File: src/rtl/pulse_width_stats_if.sv
// Bus bundle for pulse_width_stats: measurement inputs and statistics outputs.
// The master side drives the signal under test and control; the slave side
// is the measurement block.
interface pulse_width_stats_if #(
  parameter int N_BITS   = 8,
  parameter int CNT_BITS = 16
);
  logic                pulse_in;
  logic                polarity;
  logic                clear;
  logic [N_BITS-1:0]   minimum;
  logic [N_BITS-1:0]   maximum;
  logic [N_BITS-1:0]   last_len;
  logic [CNT_BITS-1:0] pulse_count;
  logic                valid;
  logic                saturated;
  logic                done_stb;

  modport master (
    output pulse_in, polarity, clear,
    input  minimum, maximum, last_len, pulse_count, valid, saturated, done_stb
  );

  modport slave (
    input  pulse_in, polarity, clear,
    output minimum, maximum, last_len, pulse_count, valid, saturated, done_stb
  );
endinterface

File: src/rtl/pulse_width_stats.sv
// Pulse width statistics: synchronises an asynchronous strobe, measures the
// width of each active pulse in clk cycles and keeps min/max/last width,
// a saturating pulse count and a sticky saturation flag.
module pulse_width_stats #(
  parameter int N_BITS      = 8,
  parameter int CNT_BITS    = 16,
  parameter int SYNC_STAGES = 2
) (
  input  logic                clk,
  input  logic                reset,
  pulse_width_stats_if.slave  bus
);

  localparam logic [N_BITS-1:0]   LEN_MAX   = '1;
  localparam logic [CNT_BITS-1:0] CNT_MAX   = '1;
  localparam logic                START_SAT = (N_BITS == 1);

  typedef enum logic [1:0] {
    ST_ARM  = 2'd0,
    ST_IDLE = 2'd1,
    ST_MEAS = 2'd2
  } state_t;

  function automatic logic [N_BITS-1:0] len_inc_sat(input logic [N_BITS-1:0] v);
    return (v == LEN_MAX) ? v : v + 1'b1;
  endfunction

  function automatic logic [CNT_BITS-1:0] cnt_inc_sat(input logic [CNT_BITS-1:0] v);
    return (v == CNT_MAX) ? v : v + 1'b1;
  endfunction

  logic [SYNC_STAGES-1:0] r_sync;
  logic [SYNC_STAGES-1:0] r_sync_vld;
  logic                   r_pol;
  state_t                 r_state;
  state_t                 w_state_nxt;
  logic                   w_start;
  logic                   w_inc;
  logic                   w_end;
  logic                   w_s;
  logic                   w_clr;
  logic                   w_sync_ok;
  logic [N_BITS-1:0]      r_len;
  logic                   r_sat_cur;
  logic                   r_end_p1;
  logic                   r_done_p2;
  logic [N_BITS-1:0]      r_min;
  logic [N_BITS-1:0]      r_max;
  logic [N_BITS-1:0]      r_last;
  logic [CNT_BITS-1:0]    r_cnt;
  logic                   r_valid;
  logic                   r_sat;

  // Active-level view of the synchronised input; a polarity change clears.
  assign w_s       = r_sync[SYNC_STAGES-1] ^ ~bus.polarity;
  assign w_clr     = bus.clear | (bus.polarity != r_pol);
  // Reset zeroes the synchroniser, so its output is not a real sample of the
  // pin until the first post-reset value has reached the last stage. Without
  // this a pin held active through reset would look like a fresh edge.
  assign w_sync_ok = r_sync_vld[SYNC_STAGES-1];

  // Synchroniser chain for the asynchronous pin, plus a fill marker.
  always_ff @(posedge clk) begin
    if (reset) begin
      r_sync     <= '0;
      r_sync_vld <= '0;
    end else begin
      r_sync[0]     <= bus.pulse_in;
      r_sync_vld[0] <= 1'b1;
      for (int i = 1; i < SYNC_STAGES; i++) begin
        r_sync[i]     <= r_sync[i-1];
        r_sync_vld[i] <= r_sync_vld[i-1];
      end
    end
  end

  // Remember the polarity seen last cycle to detect a change.
  always_ff @(posedge clk) begin
    r_pol <= bus.polarity;
  end

  // FSM state register.
  always_ff @(posedge clk) begin
    if (reset) r_state <= ST_ARM;
    else       r_state <= w_state_nxt;
  end

  // FSM next state and per-cycle measurement controls.
  always_comb begin
    w_state_nxt = r_state;
    w_start     = 1'b0;
    w_inc       = 1'b0;
    w_end       = 1'b0;
    if (w_clr) begin
      w_state_nxt = ST_ARM;
    end else begin
      case (r_state)
        ST_ARM:  if (w_sync_ok && !w_s) w_state_nxt = ST_IDLE;
        ST_IDLE: if (w_s) begin
                   w_state_nxt = ST_MEAS;
                   w_start     = 1'b1;
                 end
        ST_MEAS: if (w_s) begin
                   w_inc       = 1'b1;
                 end else begin
                   w_state_nxt = ST_IDLE;
                   w_end       = 1'b1;
                 end
        default: w_state_nxt = ST_ARM;
      endcase
    end
  end

  // Stage p0: width counter of the pulse in progress.
  always_ff @(posedge clk) begin
    if (w_start)    r_len <= 1;
    else if (w_inc) r_len <= len_inc_sat(r_len);
  end

  // Per-pulse saturation marker, folded into the sticky flag at pulse end.
  always_ff @(posedge clk) begin
    if (reset || w_clr)                           r_sat_cur <= 1'b0;
    else if (w_start)                             r_sat_cur <= START_SAT;
    else if (w_inc && len_inc_sat(r_len) == LEN_MAX) r_sat_cur <= 1'b1;
    else if (r_end_p1)                            r_sat_cur <= 1'b0;
  end

  // Stage p1: end sample registered; statistics update in the next cycle.
  always_ff @(posedge clk) begin
    if (reset || w_clr) r_end_p1 <= 1'b0;
    else                r_end_p1 <= w_end;
  end

  // Stage p2: fold the finished width into the statistics.
  always_ff @(posedge clk) begin
    if (reset || w_clr) begin
      r_min     <= '1;
      r_max     <= '0;
      r_last    <= '0;
      r_cnt     <= '0;
      r_valid   <= 1'b0;
      r_sat     <= 1'b0;
      r_done_p2 <= 1'b0;
    end else begin
      r_done_p2 <= r_end_p1;
      if (r_end_p1) begin
        r_last  <= r_len;
        r_cnt   <= cnt_inc_sat(r_cnt);
        r_valid <= 1'b1;
        if (r_len < r_min) r_min <= r_len;
        if (r_len > r_max) r_max <= r_len;
        if (r_sat_cur)     r_sat <= 1'b1;
      end
    end
  end

  assign bus.minimum     = r_min;
  assign bus.maximum     = r_max;
  assign bus.last_len    = r_last;
  assign bus.pulse_count = r_cnt;
  assign bus.valid       = r_valid;
  assign bus.saturated   = r_sat;
  assign bus.done_stb    = r_done_p2;

endmodule

File: src/flat_wrapper.sv
// flat-port wrapper written by rule: the top's interface ports become plain ports
module pulse_width_stats_flat 
#(
  parameter int N_BITS      = 8,
  parameter int CNT_BITS    = 16,
  parameter int SYNC_STAGES = 2
)
  (clk, reset, bus_pulse_in, bus_polarity, bus_clear, bus_minimum, bus_maximum, bus_last_len, bus_pulse_count, bus_valid, bus_saturated, bus_done_stb);
  pulse_width_stats_if #(.N_BITS(N_BITS), .CNT_BITS(CNT_BITS)) bus_i ();
  input  logic clk;
  input  logic reset;
  input wire logic [$bits(bus_i.pulse_in)-1:0] bus_pulse_in;
  input wire logic [$bits(bus_i.polarity)-1:0] bus_polarity;
  input wire logic [$bits(bus_i.clear)-1:0] bus_clear;
  output wire logic [$bits(bus_i.minimum)-1:0] bus_minimum;
  output wire logic [$bits(bus_i.maximum)-1:0] bus_maximum;
  output wire logic [$bits(bus_i.last_len)-1:0] bus_last_len;
  output wire logic [$bits(bus_i.pulse_count)-1:0] bus_pulse_count;
  output wire logic [$bits(bus_i.valid)-1:0] bus_valid;
  output wire logic [$bits(bus_i.saturated)-1:0] bus_saturated;
  output wire logic [$bits(bus_i.done_stb)-1:0] bus_done_stb;
  assign bus_i.pulse_in = bus_pulse_in;
  assign bus_i.polarity = bus_polarity;
  assign bus_i.clear = bus_clear;
  assign bus_minimum = bus_i.minimum;
  assign bus_maximum = bus_i.maximum;
  assign bus_last_len = bus_i.last_len;
  assign bus_pulse_count = bus_i.pulse_count;
  assign bus_valid = bus_i.valid;
  assign bus_saturated = bus_i.saturated;
  assign bus_done_stb = bus_i.done_stb;
  pulse_width_stats #(.N_BITS(N_BITS), .CNT_BITS(CNT_BITS), .SYNC_STAGES(SYNC_STAGES)) u_core (.clk(clk), .reset(reset), .bus(bus_i));
endmodule
File: config.mk
export PLATFORM = sky130hd
export DESIGN_NAME = pulse_width_stats_flat
export DESIGN_NICKNAME = d
export VERILOG_FILES = /design/src/rtl/pulse_width_stats_if.sv /design/src/rtl/pulse_width_stats.sv /design/src/flat_wrapper.sv
export SDC_FILE = /design/constraint.sdc
export NUM_CORES = 1
export LEC_CHECK = 0
export ABC_AREA = 1
export CORE_ASPECT_RATIO = 0.8
export CORE_MARGIN = 8
export CORE_UTILIZATION = 58
export DETAILED_ROUTE_END_ITERATION = 10
export PLACE_DENSITY = 0.85
export SYNTH_ARGS = -nofsm -noshare
export SYNTH_HDL_FRONTEND = slang
export SYNTH_SLANG_ARGS = --single-unit
File: constraint.sdc
create_clock -name clk -period 3.6 [get_ports clk]
set_clock_uncertainty 0.2 [all_clocks]
set_input_delay 0.54 -clock clk [delete_from_list [all_inputs] [get_ports clk]]
set_output_delay 0.54 -clock clk [all_outputs]
set_load 0.05 [all_outputs]
==> flow_summary.json, run 1 <==
{
  "outcome": "complete, no violations",
  "drc_errors": 0,
  "cts_tree": "yes",
  "post_cts_buffers": 0,
  "setup_viol": 0,
  "end_kind": "primary output",
  "numCtsBuffers": 9,
  "ys_seq_area_frac": 0.391,
  "grt_pass1_vias": 2614,
  "crit_start": "u_core.bus.pulse_count[7]",
  "initial_core_util": 0.607,
  "drv_cap": 0,
  "grt_first_pass_wirelength_um": 12200,
  "setup_tns_ps": 0,
  "fin_crit_ps": 2340,
  "cts_root_buf": "clkbuf_8",
  "tightest_slew_ps": 669,
  "relSlewSlack": 0.554,
  "hold_class": "reg2reg",
  "cp.arrival_ps": 1600,
  "grt_max_degree": 28,
  "cp_slowest_cell": "clkdlybuf4s50_1",
  "synth-async-reset-ratio": 0,
  "cts.repair.resized": 0,
  "grt_use_total": 0.188,
  "fin_crit_sh": 0.649,
  "ys_seq_elements": 60,
  "overflow": 0,
  "hpwl_um": 5130,
  "p_per_area_nw_per_um2": 399,
  "p_leak_nw": 1.55,
  "postCtsHoldBufs": 0,
  "numPortBuffers": 47,
  "gp_congestion": 0.902,
  "hold_viol_final": 0,
  "fin_util": 0.745,
  "ys_warn_count": 0,
  "avgRoutedWirePerCell_um": 13.3,
  "timing.final.ws_setup_ps": 1260,
  "insertion_delay_ps": 340,
  "total_power_w": 0.00151,
  "cp_max_fo": 5,
  "whs_ps": 214,
  "critPathRequiredTime_ps": 2860,
  "antenna_found_initial": 0,
  "synthCells": 427,
  "drive_above_1_share": 0.0852,
  "peakVddDrop_uv": 360,
  "core-area_um2": 5060,
  "pre_cts_slack_ps": 1010,
  "dr_total_vias": 2841,
  "synth_edf_count": 0,
  "n_antenna_cell": 0,
  "fp.dieArea_um2": 7900,
  "rows": 23,
  "timing.fmax_mhz": 428,
  "synth_fp_nets": 449,
  "cp-start-kind": "flop",
  "r2r-start": "u_core.r_len[1]",
  "cp_slowest_stage_delay_ps": 840,
  "vias_per_cell": 5.23,
  "ys_types": 33,
  "worstSetupPathType": "reg2out",
  "pin_count": 48,
  "crit_chain": "clkdlybuf4s50_1",
  "rsz0062_at_grt": "no",
  "synthesis.area_um2": 3070,
  "cts.sinks": 60,
  "ys.flop_type": "dfxtp_1",
  "avgSynthCellArea_um2": 7.20,
  "die_height_um": 81.1,
  "rrSetupSlack_ps": 1330,
  "fp.dieW_um": 97.4,
  "ant_nets": 0,
  "syn2layout_area_growth_pct": 22.8,
  "clockBufferDepth": 2,
  "path_clk_slew_ps": 60,
  "nets": 498,
  "drt_iter0_drc": 200,
  "fillers": 393,
  "drv_slew": 0,
  "min_from": "u_core.r_sync_vld[0]",
  "routed_wl_um": 7200,
  "crit_buf_inv": 1,
  "path_delay_family": "buffers and inverters",
  "first_pass_iters": 4,
  "cts_max_level": 3
}
-- where the power goes --
group          total, W  internal, W  switching, W
clock          0.000613     0.000355      0.000258
combinational  0.000181    0.0000654      0.000115
sequential     0.000713     0.000678     0.0000349
-- sequential cells by signal, indices dropped and copies added (netlist names), 2 cells and up --
signal / count
u_core.r_state: 2
u_core.r_sync: 2
u_core.bus.minimum: 8
u_core.r_len: 8
u_core.bus.last_len: 8
u_core.bus.maximum: 8
u_core.r_sync_vld: 2
u_core.bus.pulse_count: 16
-- cell type report --
class,count,area [um2],share of cell area
Sequential cell,60,1200,0.318
Multi-Input combinational cell,305,1620,0.428
Timing Repair Buffer,47,470,0.125
Clock buffer,12,155,0.0411
Inverter,53,206,0.0547
Clock inverter,4,47.5,0.0126
Tap cell,62,77.6,0.0206
-- logic make-up (layout without fill, tap and decap cells) --
group	Yosys count	in the layout	synth area share
AND/OR/NAND/NOR	222	222	0.319
buffers and inverters	62	116	0.0831
flip-flops	60	60	0.391
AO/OA/AOI/OAI	56	56	0.109
adder cells (fa/ha/maj)	17	17	0.0692
XOR/XNOR	10	10	0.0285
-- worst paths after layout --
check	end	depth (start not counted)
max	bus_pulse_count[7]	1
min	u_core.r_sync_vld[1]	2
max reg2reg	u_core.bus.maximum[2]	7
min reg2reg	u_core.r_sync_vld[1]	2
-- synthesized netlist by cell type (2+ instances only) --
cell type	instances	area (um2)
a21oi_1	36	180
a21oi_2	2	17.5
buf_2	6	30.0
clkbuf_1	2	7.51
dfxtp_1	60	1200
ha_1	17	213
inv_1	46	173
inv_2	5	18.8
nand2_1	107	402
nand2_2	4	25.0
nand2_4	2	22.5
nand3_1	41	205
nand4_1	3	18.8
nor2_1	54	203
nor2_4	2	22.5
nor3_1	2	10.0
nor3_2	2	20.0
o21ai_0	6	30.0
o21ai_1	6	30.0
o22ai_1	3	18.8
xnor2_1	7	61.3
xor2_1	3	26.3
-- layer usage --
layer / part of all wire / up-vias / global-route usage
li1: - / 1468 / -
met2: 0.47 / 80 / 0.288
met3: 0.067 / 10 / 0.0644
met5: 0 / - / 0
met1: 0.45 / 1283 / 0.236
met4: 0.013 / 0 / 0.0845
-- through the flow --
step	instances	cell area (um2)
after floorplan	427	3070
after global placement	527	3570
after detailed placement	527	3570
after CTS	543	3770
after global routing	543	3770
final	543	3770
-- layout by cell type (no fill, tap or decap), drive strengths merged, types with 12 or more instances in the layout --
master | synthesis | routed
dfxtp | 60 | 60
inv | 52 | 52
clkbuf | 2 | 12
ha | 17 | 17
o21ai | 13 | 13
nand3 | 42 | 42
nor2 | 58 | 58
nand2 | 113 | 113
clkdlybuf4s50 | 0 | 47
a21oi | 39 | 39
No activity file was read; power rests on OpenSTA's default activity.
==> run 2: changes to the inputs <==
--- a/config.mk
+++ b/config.mk
@@ -8,9 +8,9 @@
 export ABC_AREA = 1
 export CORE_ASPECT_RATIO = 0.8
 export CORE_MARGIN = 8
-export CORE_UTILIZATION = 58
+export CORE_UTILIZATION = 54
 export DETAILED_ROUTE_END_ITERATION = 10
-export PLACE_DENSITY = 0.85
+export PLACE_DENSITY = 0.8
 export SYNTH_ARGS = -nofsm -noshare
 export SYNTH_HDL_FRONTEND = slang
 export SYNTH_SLANG_ARGS = --single-unit
==> constraint.sdc (replaced) <==
create_clock -name clk -period 2.3 [get_ports clk]
set_clock_uncertainty 0.2 [all_clocks]
set_input_delay 0.345 -clock clk [delete_from_list [all_inputs] [get_ports clk]]
set_output_delay 0.345 -clock clk [all_outputs]
set_load 0.05 [all_outputs]
==> run 2 against run 1 <==
Utilization decreased by 3.6 points. Non-clock buffer count up 14. Power rose by 54%. Sequential share of layout area is 0.82 points lower. Die area is 6.0% higher. Highest routed layer unchanged. Largest power group unchanged. First-iteration DRC count is 6.0% higher.
==> flow_summary.json, run 2 (synthesis results as in run 1) <==
{
  "outcome": "complete, no violations",
  "peakVddDrop_uv": 459,
  "tightest_slew_ps": 525,
  "rows": 24,
  "worstSetupPathType": "reg2out",
  "hpwl_um": 5720,
  "fillers": 482,
  "gp_congestion": 0.961,
  "cts.repair.resized": 0,
  "grt_use_total": 0.192,
  "drv_slew": 0,
  "total_power_w": 0.00233,
  "routed_wl_um": 7650,
  "n_antenna_cell": 0,
  "p_leak_nw": 1.61,
  "post_cts_buffers": 0,
  "setup_tns_ps": 0,
  "p_per_area_nw_per_um2": 600,
  "fin_crit_sh": 0.933,
  "setup_viol": 0,
  "final_cell_mix": "107 x nand2_1, 60 x dfxtp_1, 54 x nor2_1",
  "mostFrequentLayoutCell": "nand2_1",
  "timing.final.ws_setup_ps": 155,
  "cts.sinks": 60,
  "path_clk_slew_ps": 60,
  "fp.dieArea_um2": 8380,
  "drc_errors": 0,
  "rsz0062_at_grt": "no",
  "fin_crit_ps": 2150,
  "vias_per_cell": 5.18,
  "grt_pass1_vias": 2841,
  "cts_root_buf": "clkbuf_8",
  "antenna_found_initial": 0,
  "path_delay_family": "buffers and inverters",
  "postCtsHoldBufs": 0,
  "ant_nets": 0,
  "cts_max_level": 3,
  "avgRoutedWirePerCell_um": 13.4,
  "dr_total_vias": 2955,
  "pin_count": 48,
  "stdcell_count": 570,
  "largest_reg_flops": 16,
  "fp.dieW_um": 100,
  "drt_iter0_drc": 212,
  "insertion_delay_ps": 340,
  "clockBufferDepth": 2,
  "nets": 512,
  "end_kind": "primary output",
  "core-area_um2": 5470,
  "cp-start-kind": "flop",
  "cp_max_fo": 5,
  "critPathRequiredTime_ps": 1750,
  "cts_tree": "yes",
  "grt_max_degree": 20,
  "first_pass_iters": 5,
  "hold_viol_final": 0,
  "syn2layout_area_growth_pct": 26.1,
  "grt_first_pass_wirelength_um": 13100,
  "cp_slowest_cell": "clkdlybuf4s50_1",
  "relSlewSlack": 0.649,
  "crit_chain": "clkdlybuf4s50_1",
  "crit_buf_inv": 1,
  "cp.arrival_ps": 1600,
  "hold_class": "reg2reg",
  "drv_cap": 0,
  "place_inst": 557,
  "die_height_um": 83.5,
  "cp_slowest_stage_delay_ps": 840,
  "pre_cts_slack_ps": 163,
  "numCtsBuffers": 9,
  "timing.fmax_mhz": 466,
  "overflow": 0,
  "numPortBuffers": 47,
  "drive_above_1_share": 0.108,
  "initial_core_util": 0.562
}
run 2: cell count changes in the layout (fill, tap and decap cells not counted), sizes merged:
cell,delta
buf,+14
clkbuf,-2
clkinvlp,-1
run 2: power breakdown:
part | internal (W) | leakage [nW] | switching (W)
clock network | 0.000507 | 0.0939 | 0.000383
logic | 0.000131 | 1.03 | 0.000221
registers | 0.00106 | 0.486 | 0.0000239
total | 0.00170 | 1.61 | 0.000627
run 2: worst paths after layout:
check / from / end / slack (ps) / cells past startpoint
setup / recovery: u_core.bus.pulse_count[10] / bus_pulse_count[10] / 150 / 1
hold / removal: u_core.r_sync_vld[0] / u_core.r_sync_vld[1] / 210 / 2
setup reg to reg: u_core.r_len[7] / u_core.bus.minimum[1] / 230 / 7
hold reg to reg: u_core.r_sync_vld[0] / u_core.r_sync_vld[1] / 210 / 2
run 2: cell type report:
class / instances / area (um2) / area share
Timing Repair Buffer: 61 / 576 / 0.149
Sequential cell: 60 / 1200 / 0.310
Inverter: 53 / 206 / 0.0533
Clock buffer: 10 / 138 / 0.0355
Tap cell: 78 / 97.6 / 0.0252
Multi-Input combinational cell: 305 / 1620 / 0.417
Clock inverter: 3 / 40.0 / 0.0103
run 2: tightest hold or removal path: cells and delay by family, from the launching register on:
kind                   cells  cell delay, ps
DFF                        1             300
buffers and inverters      1              40
and+or+nand+nor            1              30
run 2: stage by stage:
| stage | hold slack [ps] | area, um2 | util |
|---|---|---|---|
| global placement | 192 | 3700 | 0.677 |
| detailed placement | 202 | 3700 | 0.677 |
| finish | 207 | 3870 | 0.709 |
| global route | 218 | 3870 | 0.709 |
| CTS | 212 | 3870 | 0.709 |
| floorplan | 173 | 3070 | - |
run 2: layer usage:
metal  GRT usage  up-vias  wire length [um]
li1            -     1491                 -
met1       0.236     1357              3430
met2       0.309       97              3550
met3      0.0667       10               602
met4      0.0521        0                63
met5           0        -                 0
